<file path="src/rtl/mem_wb_stage.sv">
// MEM stage: issues req/ack data-memory transactions from EX/MEM and registers WB results.
// Optional misalignment trap enabled by defining MEM_ALIGN_CHECK_EN.
module mem_wb_stage #(
  parameter int TIMEOUT_CYCLES = 16,
  parameter int RD_SEL_WIDTH   = 5
) (
  input  logic                    clk,
  input  logic                    rst,
  input  logic                    valid_in,
  input  logic [31:0]             ALU_in,
  input  logic [31:0]             dato_B_in,
  input  logic [RD_SEL_WIDTH-1:0] rd_in,
  input  logic [RD_SEL_WIDTH-1:0] rt_in,
  input  logic                    reg_dst,
  input  logic                    reg_write,
  input  logic                    mem_read,
  input  logic                    mem_write,
  output logic                    dmem_req,
  output logic                    dmem_we,
  output logic [31:0]             dmem_addr,
  output logic [31:0]             dmem_wdata,
  input  logic [31:0]             dmem_rdata,
  input  logic                    dmem_ack,
  output logic                    stall_out,
  output logic [31:0]             wb_data,
  output logic [RD_SEL_WIDTH-1:0] wb_reg,
  output logic                    wb_we,
  output logic                    bus_err,
  output logic                    align_err
);

  // state | meaning
  // IDLE  | accepting instructions; ALU results pass straight to WB
  // WAIT  | memory request outstanding; upstream held until ack or timeout
  typedef enum logic {IDLE, WAIT} state_t;

  localparam logic [7:0] TC_LAST = 8'(TIMEOUT_CYCLES - 1);

  state_t                  state, state_d;
  logic [7:0]              cnt, cnt_d;
  logic                    req_d, we_d;
  logic [31:0]             addr_d, wdata_d, wb_data_d;
  logic [RD_SEL_WIDTH-1:0] wb_reg_d, lat_reg, lat_reg_d;
  logic                    wb_we_d, bus_err_d;
  logic                    lat_we, lat_we_d, lat_store, lat_store_d;
  logic                    mem_op, misalign;
  logic [RD_SEL_WIDTH-1:0] sel;

  assign mem_op = mem_read | mem_write;
  assign sel    = reg_dst ? rd_in : rt_in;

`ifdef MEM_ALIGN_CHECK_EN
  assign misalign = (ALU_in[1:0] != 2'b00);

  always_ff @(negedge clk) begin
    if (rst) align_err <= 1'b0;
    else     align_err <= (state == IDLE) & valid_in & mem_op & misalign;
  end
`else
  assign misalign  = 1'b0;
  assign align_err = 1'b0;
`endif

  assign stall_out = (state == WAIT) |
                     ((state == IDLE) & valid_in & mem_op & ~misalign & ~rst);

  always_comb begin
    state_d     = state;
    cnt_d       = cnt;
    req_d       = dmem_req;
    we_d        = dmem_we;
    addr_d      = dmem_addr;
    wdata_d     = dmem_wdata;
    wb_data_d   = wb_data;
    wb_reg_d    = wb_reg;
    wb_we_d     = 1'b0;
    bus_err_d   = 1'b0;
    lat_reg_d   = lat_reg;
    lat_we_d    = lat_we;
    lat_store_d = lat_store;
    case (state)
      IDLE: begin
        if (valid_in && mem_op) begin
          if (!misalign) begin
            state_d     = WAIT;
            cnt_d       = 8'd0;
            req_d       = 1'b1;
            we_d        = mem_write;
            // Word-addressed memory: byte offset is never presented.
            addr_d      = {ALU_in[31:2], 2'b00};
            wdata_d     = dato_B_in;
            lat_reg_d   = sel;
            lat_we_d    = reg_write;
            lat_store_d = mem_write;
          end
        end else if (valid_in) begin
          wb_data_d = ALU_in;
          wb_reg_d  = sel;
          wb_we_d   = reg_write;
        end
      end
      WAIT: begin
        // Ack is checked first so a completion on the last allowed edge is not aborted.
        if (dmem_ack) begin
          state_d = IDLE;
          cnt_d   = 8'd0;
          req_d   = 1'b0;
          if (!lat_store) begin
            wb_data_d = dmem_rdata;
            wb_reg_d  = lat_reg;
            wb_we_d   = lat_we;
          end
        end else if (cnt == TC_LAST) begin
          state_d   = IDLE;
          cnt_d     = 8'd0;
          req_d     = 1'b0;
          bus_err_d = 1'b1;
        end else begin
          cnt_d = cnt + 8'd1;
        end
      end
      default: state_d = IDLE;
    endcase
  end

  always_ff @(negedge clk) begin
    if (rst) begin
      state      <= IDLE;
      cnt        <= 8'd0;
      dmem_req   <= 1'b0;
      dmem_we    <= 1'b0;
      dmem_addr  <= 32'd0;
      dmem_wdata <= 32'd0;
      wb_data    <= 32'd0;
      wb_reg     <= '0;
      wb_we      <= 1'b0;
      bus_err    <= 1'b0;
      lat_reg    <= '0;
      lat_we     <= 1'b0;
      lat_store  <= 1'b0;
    end else begin
      state      <= state_d;
      cnt        <= cnt_d;
      dmem_req   <= req_d;
      dmem_we    <= we_d;
      dmem_addr  <= addr_d;
      dmem_wdata <= wdata_d;
      wb_data    <= wb_data_d;
      wb_reg     <= wb_reg_d;
      wb_we      <= wb_we_d;
      bus_err    <= bus_err_d;
      lat_reg    <= lat_reg_d;
      lat_we     <= lat_we_d;
      lat_store  <= lat_store_d;
    end
  end

endmodule

</file>
<file path="config.mk">
export PLATFORM = sky130hd
export DESIGN_NAME = mem_wb_stage
export DESIGN_NICKNAME = d
export VERILOG_FILES = /design/src/rtl/mem_wb_stage.sv
export SDC_FILE = /design/constraint.sdc
export NUM_CORES = 1
export LEC_CHECK = 0
export ABC_AREA = 1
export BUFFER_PORTS_ARGS = -buffer_cell sky130_fd_sc_hd__buf_2
export CAP_MARGIN = 20
export CORE_ASPECT_RATIO = 0.8
export CORE_UTILIZATION = 44
export CTS_BUF_LIST = sky130_fd_sc_hd__clkbuf_4 sky130_fd_sc_hd__clkbuf_8
export CTS_CLUSTER_DIAMETER = 100
export DETAILED_ROUTE_END_ITERATION = 6
export GPL_TIMING_DRIVEN = 0
export HOLD_SLACK_MARGIN = 0.1
export PLACE_DENSITY_LB_ADDON = 0.15
export SYNTH_ARGS = -nofsm -noshare
export SYNTH_HDL_FRONTEND = slang
export SYNTH_SLANG_ARGS = --single-unit
</file>
<file path="constraint.sdc">
create_clock -name clk -period 1.3 [get_ports clk]
set_input_delay 0.13 -clock clk [delete_from_list [all_inputs] [get_ports clk]]
set_output_delay 0.13 -clock clk [all_outputs]
set_load 0.02 [all_outputs]
</file>
==> summary.txt, run 1 <==
Power and ir drop
  • Leakage Power: 4.542 nW
  • Max IR drop VDD: 994.5 uV
  • Power per cell area: 1361 mW/mm^2

Global route
  • Pin count of the biggest net entering global routing: 17
  • GR Util All Layers: 29.28%
  • First-pass GRT wire length: 25940 um
  • Grt total ovfl: 0
  • Initial antenna violation count: 0
  • Vias in the first global route: 5962

STA
  • Final Hold Vio Count: 0
  • Clock skew: 0.03174 ns
  • Max Slew Vio Count: 0
  • Max transition margin: 50.58%
  • Slew @ Worst Pin: 0.7413 ns
  • Setup repair after global routing missed its margin: yes
  • PnR worst setup slack: -0.9112 ns
  • Final setup viols: 217

Floorplan
  • Core area: 0.01045 sq mm
  • IO Pins: 221
  • Die Wd: 118.9 um
  • Initial core utilization: 46.08%
  • Std cell rows: 33
  • Die height: 95.55 um
  • DIE AREA: 0.01136 sq mm

Setup path
  • Critical-path cell list: buf_4 -> nand2_4 -> nor2_4 -> buf_4 -> buf_6 -> buf_6 -> buf_6 -> buf_6 -> buf_6 -> buf_8 -> clkinv_8 -> buf_12 -> buf_12 -> buf_12 -> clkbuf_16 -> nor2_2 -> nor2_1
  • WP buf/inv: 13
  • Type of the worst setup path: in -> reg
  • CP top delay family: buffers and inverters
  • Crit path capture type: flop
  • Worst path most repeated cell: buf_6
  • Crit-path max FO: 6
  • Critical path launch point type: input port
  • CP max-delay cell: nor2_4
  • CP max stage delay: 0.17 ns
  • Crit path DAT: 1.90 ns
  • Critical Path RT: 0.99 ns

Clock tree
  • Maximum root-to-sink buffer count: 2
  • Clk Latency, worst-skew pair: 0.47 ns
  • Hold Buf Count CTS: 0
  • TritonCTS Buffers: 17
  • H-tree depth: 4
  • CTS root buf: clkbuf_8
  • Clk sinks: 118
  • Clock-pin slew on the worst setup and hold paths: 0.04 ns
  • CTS tree: yes

Worst hold path
  • Worst Hold Class: reg -> reg

Placed design
  • DP Wirelength: 11020 um
  • Port buffer count: 216
  • Post-DP Area: 0.006177 sq mm
  • Inst Count DP: 1023
  • Placer congestion estimate: 0.8256

Detailed routing
  • Drt via density: 5.268
  • Wire length per cell: 16.74 um
  • Post-route ant nets: 0
  • First-pass DRT Iterations: 5
  • Initial detailed-routing violation count: 308
  • DRC: 0
  • Routed Wire Length: 20260 um
  • DR vias: 6374

Run status
  • Status: finished with violations
  • Failing checks: negative setup slack

Yosys
  • Seq cells post-synth: 118
  • Synth Instances: 665
  • Post-Syn Area per Cell: 7.238 sq um
  • YS warnings: 0
  • Mapped cell area: 0.004813 sq mm
  • Yosys cell types: 23
  • Register area share after synthesis: 49.08%

Layout
  • Layout cell share with drive strength beyond 1: 49.81%
  • # diodes: 0
  • Layout net count: 1173
  • Area Growth Syn to Fin: 84.74%
  • Finished Cell Area: 0.008892 sq mm
  • Final core utilization: 85.12%
  • Largest regs: dmem_wdata: 32 flops, wb_data: 32 flops, dmem_addr: 30 flops
  • Final Instance Count excl. Fillers: 1210

Job
  • MaxCap Viol Count: 0
-- cells in the final DEF, fill, tap and decap left out, drive strengths merged, types with 3 or more instances in the layout --
| cell type | netlist | routed |
|---|---|---|
| buf | 24 | 273 |
| inv | 53 | 173 |
| nor2 | 144 | 144 |
| o21ai | 133 | 133 |
| dfxtp | 118 | 118 |
| nand2 | 108 | 108 |
| clkbuf | 22 | 45 |
| nand3 | 39 | 39 |
| a21oi | 14 | 14 |
| clkinvlp | 0 | 4 |
| clkinv | 0 | 4 |
| xor2 | 3 | 3 |
| nand4 | 3 | 3 |
| conb | 1 | 3 |
| bufinv | 0 | 3 |
-- layer usage --
metal | wire (um) | up-vias | global-route usage, %
met5 | 0 | - | 0
met4 | 615 | 0 | 13.19
met3 | 1782 | 68 | 12.20
met2 | 10290 | 409 | 51.85
met1 | 7570 | 2983 | 30.76
li1 | - | 2914 | -
-- layout make-up --
type                            instances  area (sq um)
Fill cell                             581          1554
Inverter                               52         237.7
Buffer                                 43         416.7
Sequential cell                       118          2492
Multi-Input combinational cell        450          2385
Tap cell                              140         175.2
Timing Repair Buffer                  258          2352
Clock inverter                        132         599.3
Clock buffer                           17         234.0
-- worst paths after layout --
check             depth (start not counted)                     from  slack (ns)                          end
setup / recovery                         17                 valid_in       -0.91  dmem_wdata[17]$_SDFFE_NP0P_
hold / removal                            2  lat_reg[3]$_SDFFE_NP0P_        0.47      lat_reg[3]$_SDFFE_NP0P_
setup reg to reg                         17         state$_SDFF_NP0_       -0.87  dmem_wdata[17]$_SDFFE_NP0P_
hold reg to reg                           2  lat_reg[3]$_SDFFE_NP0P_        0.47      lat_reg[3]$_SDFFE_NP0P_
-- kinds of logic after synthesis --
| family | synth area share (%) |
|---|---|
| adders and majority gates | 0.2599 |
| DFF | 49.08 |
| xor gates and xnor gates | 0.5460 |
| and+or+nand+nor | 25.01 |
| other | 0.07791 |
| AOI/OAI and AO/OA | 15.28 |
| buffers and inverters | 9.748 |
-- worst reg2reg max path: cells and delay by family (launching register included) --
kind | cells | cell delay [ns]
buf+inv | 13 | 1.36
flops | 1 | 0.33
simple gates | 4 | 0.36
-- through the flow --
step | power, W | hold slack (ns) | TNS, ns | worst slack [ns]
floorplan | 0.005767 | 0.4392 | -26.20 | -0.4495
global placement | 0.006430 | 0.4508 | -64.88 | -0.6825
detailed placement | 0.006467 | 0.4592 | -67.05 | -0.7143
CTS | 0.01142 | 0.4653 | -60.08 | -0.9293
global route | 0.01275 | 0.4805 | -130.72 | -0.9527
finish | 0.01210 | 0.4663 | -123.75 | -0.9112
-- Yosys cell counts --
| master | instances | area, sq um |
|---|---|---|
| buf_6 | 6 | 67.56 |
| buf_2 | 8 | 40.04 |
| nor2_4 | 2 | 22.52 |
| clkbuf_1 | 22 | 82.58 |
| o21ai_1 | 9 | 45.04 |
| nand3_1 | 39 | 195.2 |
| inv_4 | 2 | 12.51 |
| nand2_1 | 105 | 394.1 |
| nand4_1 | 3 | 18.77 |
| inv_1 | 50 | 187.7 |
| dfxtp_1 | 118 | 2362 |
| nor3_1 | 1 | 5.000 |
| a21oi_1 | 14 | 70.07 |
| ha_1 | 1 | 12.51 |
| conb_1 | 1 | 3.750 |
| nor2_1 | 142 | 533.0 |
| nand2_2 | 1 | 6.260 |
| o21ai_0 | 124 | 620.6 |
| or2_2 | 1 | 6.260 |
| inv_2 | 1 | 3.750 |
| xor2_1 | 3 | 26.28 |
| nand2_4 | 2 | 22.52 |
| buf_4 | 10 | 75.07 |
-- power breakdown --
part           switching, W  internal (W)  total, W  leakage [nW]
combinational       0.00148       0.00135   0.00283          2.71
sequential         0.000233       0.00399   0.00423          1.01
clock               0.00271       0.00234   0.00505         0.825
total               0.00441       0.00769    0.0121          4.54
-- repair_timing --
item | in CTS | in global routing
pin swaps | 2 | 33
hold endpoints to repair | 0 | 0
setup endpoints to repair | 209 | 219
buffers inserted | 15 | 17
gates cloned | 1 | 9
resized for setup | 381 | 175
(Power assumes the default switching activity.)
==> run 2: changes to the inputs <==
Settings changed: REMOVE_ABC_BUFFERS from default to 1.
==> summary.txt, run 2 (synthesized netlist as in run 1, its figures left out) <==
STA
  • WHS: 0.4587 ns (-0.007627 ns)
  • Max Slew Vio Count: 0 (unchanged)
  • Final setup TNS: -68.18 ns (+55.57 ns)
  • Final setup viols: 219 (+0.92%)
  • PnR worst setup slack: -0.8301 ns (+0.08105 ns)
  • Final Hold Vio Count: 0 (unchanged)
  • Clock skew: 0.02914 ns (-0.002600 ns)
  • Setup repair after global routing missed its margin: yes

Power and ir drop
  • Max IR drop VDD: 943.2 uV (-5.2%)
  • Overall Power: 0.01136 W (-6.1%)
  • Power per cell area: 1430 mW/mm^2 (+5.1%)
  • Leakage Power: 4.149 nW (-8.7%)

Floorplan
  • Core area: 0.01045 sq mm (unchanged)
  • Initial core utilization: 46.08% (unchanged)
  • IO Pins: 221 (unchanged)
  • Die height: 95.55 um (unchanged)
  • Die Wd: 118.9 um (unchanged)
  • DIE AREA: 0.01136 sq mm (unchanged)
  • Std cell rows: 33 (unchanged)

Clock tree
  • Clock-pin slew on the worst setup and hold paths: 0.03 ns (about the same)
  • Clk sinks: 118 (unchanged)
  • CTS root buf: clkbuf_8
  • H-tree depth: 4 (unchanged)
  • Clk Latency, worst-skew pair: 0.46 ns (about the same)
  • Maximum root-to-sink buffer count: 2 (unchanged)
  • TritonCTS Buffers: 17 (unchanged)
  • CTS tree: yes
  • Hold Buf Count CTS: 0 (unchanged)

Global route
  • Initial antenna violation count: 0 (unchanged)
  • Pin count of the biggest net entering global routing: 53 (+36)
  • Grt total ovfl: 0 (unchanged)
  • First-pass GRT wire length: 25620 um (-1.3%)
  • Vias in the first global route: 5685 (-4.6%)
  • GR Util All Layers: 29.35% (+0.077 points)

Job
  • MaxCap Viol Count: 0 (unchanged)

Layout
  • # diodes: 0 (unchanged)
  • Most common cell after layout, fill and taps aside: inv_1
  • Final core utilization: 76.07% (-9.1 points)
  • Layout net count: 1123 (-4.3%)
  • Commonest cells after routing, fill and taps aside: 167 x inv_1, 139 x nor2_1, 120 x o21ai_0
  • Largest regs: dmem_wdata: 32 flops, wb_data: 32 flops, dmem_addr: 30 flops
  • Area Growth Syn to Fin: 65.09%
  • Finished Cell Area: 0.007946 sq mm (-11%)
  • Layout cell share with drive strength beyond 1: 39.76% (-10 points)

Setup path
  • Critical Path RT: 1.17 ns (+0.18 ns)
  • Crit path DAT: 2.00 ns (+0.10 ns)
  • Crit path capture type: output port
  • Critical path launch point type: flop
  • Crit-path max FO: 3 (-3)
  • Type of the worst setup path: reg -> out
  • R2R Setup Slk: -0.38 ns (+0.49 ns)
  • R2R depth: 9 (-8)
  • CP max stage delay: 0.35 ns (+0.18 ns)
  • RR Startpoint: state$_SDFF_NP0_
  • Critical-path cell list: inv_8 -> nand2_8 -> nor2_4 -> nand2_8 -> nand2_2 -> buf_6
  • CP max-delay cell: dfxtp_4
  • Worst r2r dst: wb_data[31]$_SDFFE_NP0P_
  • Worst path most repeated cell: nand2_8

Worst hold path
  • Worst Hold Class: reg -> reg
  • Hold path depth: 2 (unchanged)
  • Hold_sp: lat_reg[2]$_SDFFE_NP0P_
  • Worst Hold End: lat_reg[2]$_SDFFE_NP0P_

Detailed routing
  • First-pass DRT Iterations: 6 (+1)
  • DRC: 0 (unchanged)
  • DR vias: 5898 (-7.5%)
  • Initial detailed-routing violation count: 362 (+18%)
  • Wire length per cell: 15.16 um (-9.5%)
  • Post-route ant nets: 0 (unchanged)
  • Drt via density: 5.080 (-3.6%)
  • Routed Wire Length: 17600 um (-13%)

Placed design
  • Port buffer count: 217 (+0.46%)
  • Post-DP Area: 0.005858 sq mm (-5.2%)
  • Placer congestion estimate: 0.7880 (-4.6%)
  • DP Wirelength: 8769 um (-20%)

Run status
  • Failing checks: negative setup slack
  • Status: finished with violations
==> run 2: worst max path at each step <==
stage / depth (start not counted) / end / start / slack (ns)
final: 6 / stall_out / state$_SDFF_NP0_ / -0.83
after global routing: 6 / stall_out / state$_SDFF_NP0_ / -0.89
after CTS: 6 / stall_out / state$_SDFF_NP0_ / -0.88
after detailed placement: 6 / stall_out / state$_SDFF_NP0_ / -2.21
after global placement: 4 / dmem_addr[14]$_SDFFE_NP0P_ / rst / -3.63
after floorplan: 5 / stall_out / state$_SDFF_NP0_ / -1.93
==> run 2: critical path: cells and delay by family (launching register included) <==
kind	cells	cell delay, ns
simple gates	4	0.39
buf+inv	2	0.18
flops	1	0.35
==> run 2: through the flow <==
step | setup slack, ns | instances
after floorplan | -1.928 | 621
after global placement | -3.632 | 978
after detailed placement | -2.208 | 980
after CTS | -0.8837 | 1144
after global routing | -0.8907 | 1161
final | -0.8301 | 1161
==> run 2: what timing repair did <==
action / in CTS / in global routing
buffers inserted: 8 / 15
pin swaps: 4 / 14
cloned: 7 / 3
endpoints found under the setup margin: 221 / 218
gates resized for setup: 162 / 202
==> run 2: layout make-up <==
cell class | instances | area [sq um]
Clock inverter | 133 | 599.3
Tap cell | 140 | 175.2
Multi-Input combinational cell | 457 | 2145
Inverter | 52 | 261.5
Clock buffer | 17 | 234.0
Sequential cell | 118 | 2495
Fill cell | 768 | 2500
Timing Repair Buffer | 242 | 2004
Timing Repair inverter | 2 | 32.53
==> run 2: metal layers <==
layer / GRT usage [%] / vias up / part of all wire (%)
li1: - / 2814 / -
met1: 31.24 / 2745 / 40
met2: 49.07 / 305 / 49
met3: 11.84 / 34 / 7.9
met4: 19.09 / 0 / 2.3
met5: 0 / - / 0
==> run 2: report_power, final <==
part           switching (W)  internal (W)  leakage [nW]
sequential          0.000209       0.00399          1.01
combinational        0.00128      0.000980          2.31
clock                0.00256       0.00234         0.826
==> run 3: changes to the inputs <==
Settings changed: CORE_UTILIZATION 44 to 40, TNS_END_PERCENT from default to 20.
==> summary.txt, run 3 (synthesized netlist as in run 1, its figures left out) <==
Run status
  • Status: finished with violations
  • Failing checks: design-rule violations, negative setup slack

Detailed routing
  • DRC: 1 (+1)
  • DR vias: 5903 (+0.085%)
  • Post-route ant nets: 0 (unchanged)
  • First-pass DRT Iterations: 7 (+1)
  • Routed Wire Length: 18490 um (+5.1%)
  • Drt via density: 5.011 (-1.4%)
  • Initial detailed-routing violation count: 243 (-33%)
  • Wire length per cell: 15.70 um (+3.6%)

Setup path
  • Critical path launch point type: flop
  • Worst path most repeated cell: nand2_8
  • CP max-delay cell: dfxtp_4
  • Crit path DAT: 1.98 ns (-0.02 ns)
  • Critical-path cell list: inv_8 -> nand2_8 -> nor2_4 -> nand2_8 -> nand2_4 -> buf_6
  • Critical Path RT: 1.17 ns (about the same)
  • Crit path capture type: output port
  • Type of the worst setup path: reg -> out
  • CP top delay family: flip-flops
  • CP max stage delay: 0.37 ns (+0.02 ns)
  • Crit-path max FO: 2 (-1)
  • WP buf/inv: 2 (unchanged)

STA
  • Clock skew: 0.02249 ns (-0.006645 ns)
  • Final Hold Vio Count: 0 (unchanged)
  • WHS: 0.4564 ns (-0.002277 ns)
  • Final setup viols: 210 (-4.1%)
  • PnR worst setup slack: -0.8070 ns (+0.02312 ns)
  • Setup repair after global routing missed its margin: yes
  • Max Slew Vio Count: 0 (unchanged)
  • Final setup TNS: -61.64 ns (+6.540 ns)

Floorplan
  • DIE AREA: 0.01248 sq mm (+9.8%)
  • Die height: 100.1 um (+4.8%)
  • Initial core utilization: 41.48% (-4.6 points)
  • Core area: 0.01160 sq mm (+11%)
  • Std cell rows: 35 (+6.1%)
  • Die Wd: 124.6 um (+4.8%)
  • IO Pins: 221 (unchanged)

Global route
  • First-pass GRT wire length: 26920 um (+5.1%)
  • GR Util All Layers: 27.94% (-1.4 points)
  • Initial antenna violation count: 0 (unchanged)
  • Pin count of the biggest net entering global routing: 52 (-1.9%)
  • Grt total ovfl: 0 (unchanged)
  • Vias in the first global route: 5623 (-1.1%)

Clock tree
  • Clk sinks: 118 (unchanged)
  • TritonCTS Buffers: 17 (unchanged)
  • CTS tree: yes
  • Hold Buf Count CTS: 0 (unchanged)
  • Clock-pin slew on the worst setup and hold paths: 0.04 ns (about the same)
  • Clk Latency, worst-skew pair: 0.47 ns (about the same)
  • Maximum root-to-sink buffer count: 2 (unchanged)
  • H-tree depth: 4 (unchanged)
  • CTS root buf: clkbuf_8

Layout
  • Layout net count: 1133 (+0.89%)
  • Layout cell share with drive strength beyond 1: 40.29% (+0.53 points)
  • Final core utilization: 70.75% (-5.3 points)
  • Area Growth Syn to Fin: 70.57%
  • Largest regs: dmem_wdata: 32 flops, wb_data: 32 flops, dmem_addr: 30 flops
  • Commonest cells after routing, fill and taps aside: 168 x inv_1, 135 x nor2_1, 119 x o21ai_0
  • # diodes: 0 (unchanged)
  • Most common cell after layout, fill and taps aside: inv_1

Placed design
  • Placer congestion estimate: 0.7613 (-3.4%)
  • Port buffer count: 217 (unchanged)
  • DP Wirelength: 8741 um (-0.31%)

Power and ir drop
  • NetSw: 0.004160 W (+2.7%)
  • Max IR drop VDD: 1151 uV (+22%)
  • Switching Share: 34.33% (-1.3 points)
  • Clock power frac: 45.3% (+2.2 points)
  • Power per cell area: 1476 mW/mm^2 (+3.2%)
  • Leakage Power: 4.257 nW (+2.6%)
  • Combinational share of power: 20.0% (about the same)
  • Overall Power: 0.01212 W (+6.6%)
  • Sequential power share: 34.7% (-2.3 points)
  • Int Pwr: 0.007957 W (+8.8%)

Job
  • MaxCap Viol Count: 0 (unchanged)

Worst hold path
  • Worst Hold Class: reg -> reg
-- run 3: changes by cell type in the layout (fill, tap and decap cells not counted), sizes merged --
cell      change
clkinv        +4
buf           -1
bufinv        +3
bufbuf        -1
clkinvlp      -3
inv           +7
-- run 3: power groups by stage --
stage / registers, W / clock network [W] / logic [W]
finish: 0.00420 / 0.00549 / 0.00243
global route: 0.00422 / 0.00605 / 0.00259
CTS: 0.00411 / 0.00558 / 0.00212
detailed placement: 0.00414 / 0.000554 / 0.00162
global placement: 0.00415 / 0.000554 / 0.00157
floorplan: 0.00447 / 0.000554 / 0.000587
-- run 3: path summary, 6_finish.rpt --
| kind | startpoint | end | slack [ns] | cells after the start |
|---|---|---|---|---|
| min reg2reg | lat_reg[4]$_SDFFE_NP0P_ | lat_reg[4]$_SDFFE_NP0P_ | 0.46 | 2 |
| min | lat_reg[4]$_SDFFE_NP0P_ | lat_reg[4]$_SDFFE_NP0P_ | 0.46 | 2 |
| max | state$_SDFF_NP0_ | stall_out | -0.81 | 6 |
| max reg2reg | state$_SDFF_NP0_ | wb_data[27]$_SDFFE_NP0P_ | -0.35 | 7 |
-- run 3: timing repair --
item / in CTS / in global routing
cloned: 17 / 4
hold endpoints to repair: 0 / 0
pin swaps: 5 / 5
gates resized for setup: 137 / 249
buffers inserted: 19 / 3
endpoints found under the setup margin: 222 / 218
-- run 3: stage by stage --
step / cells / cell area (sq um) / setup slack [ns]
floorplan: 621 / 4556 / -1.928
global placement: 986 / 5827 / -3.815
detailed placement: 988 / 5878 / -2.151
CTS: 1172 / 7522 / -0.8537
global route: 1178 / 8210 / -0.8504
finish: 1178 / 8210 / -0.8070
-- run 3: cell type report --
type / count / area (sq um)
Sequential cell: 118 / 2490
Multi-Input combinational cell: 457 / 2188
Inverter: 52 / 251.5
Timing Repair Buffer: 240 / 2026
Fill cell: 941 / 3395
Clock inverter: 132 / 670.6
Tap cell: 148 / 185.2
Clock buffer: 17 / 234.0
Timing Repair inverter: 14 / 165.2
-- run 3: worst register-to-register path: cells and delay by family (launching register included) --
kind,cells,cell delay (ns)
buf+inv,2,0.40
simple gates,4,0.55
compound gates,1,0.19
flops,1,0.39
-- run 3: per-layer routing --
metal	GRT usage, %	part of all wire [%]	vias up
met4	15.29	2.1	0
li1	-	-	2838
met5	0	0	-
met2	45.77	49	316
met3	12.15	9.2	32
met1	30.78	39	2717
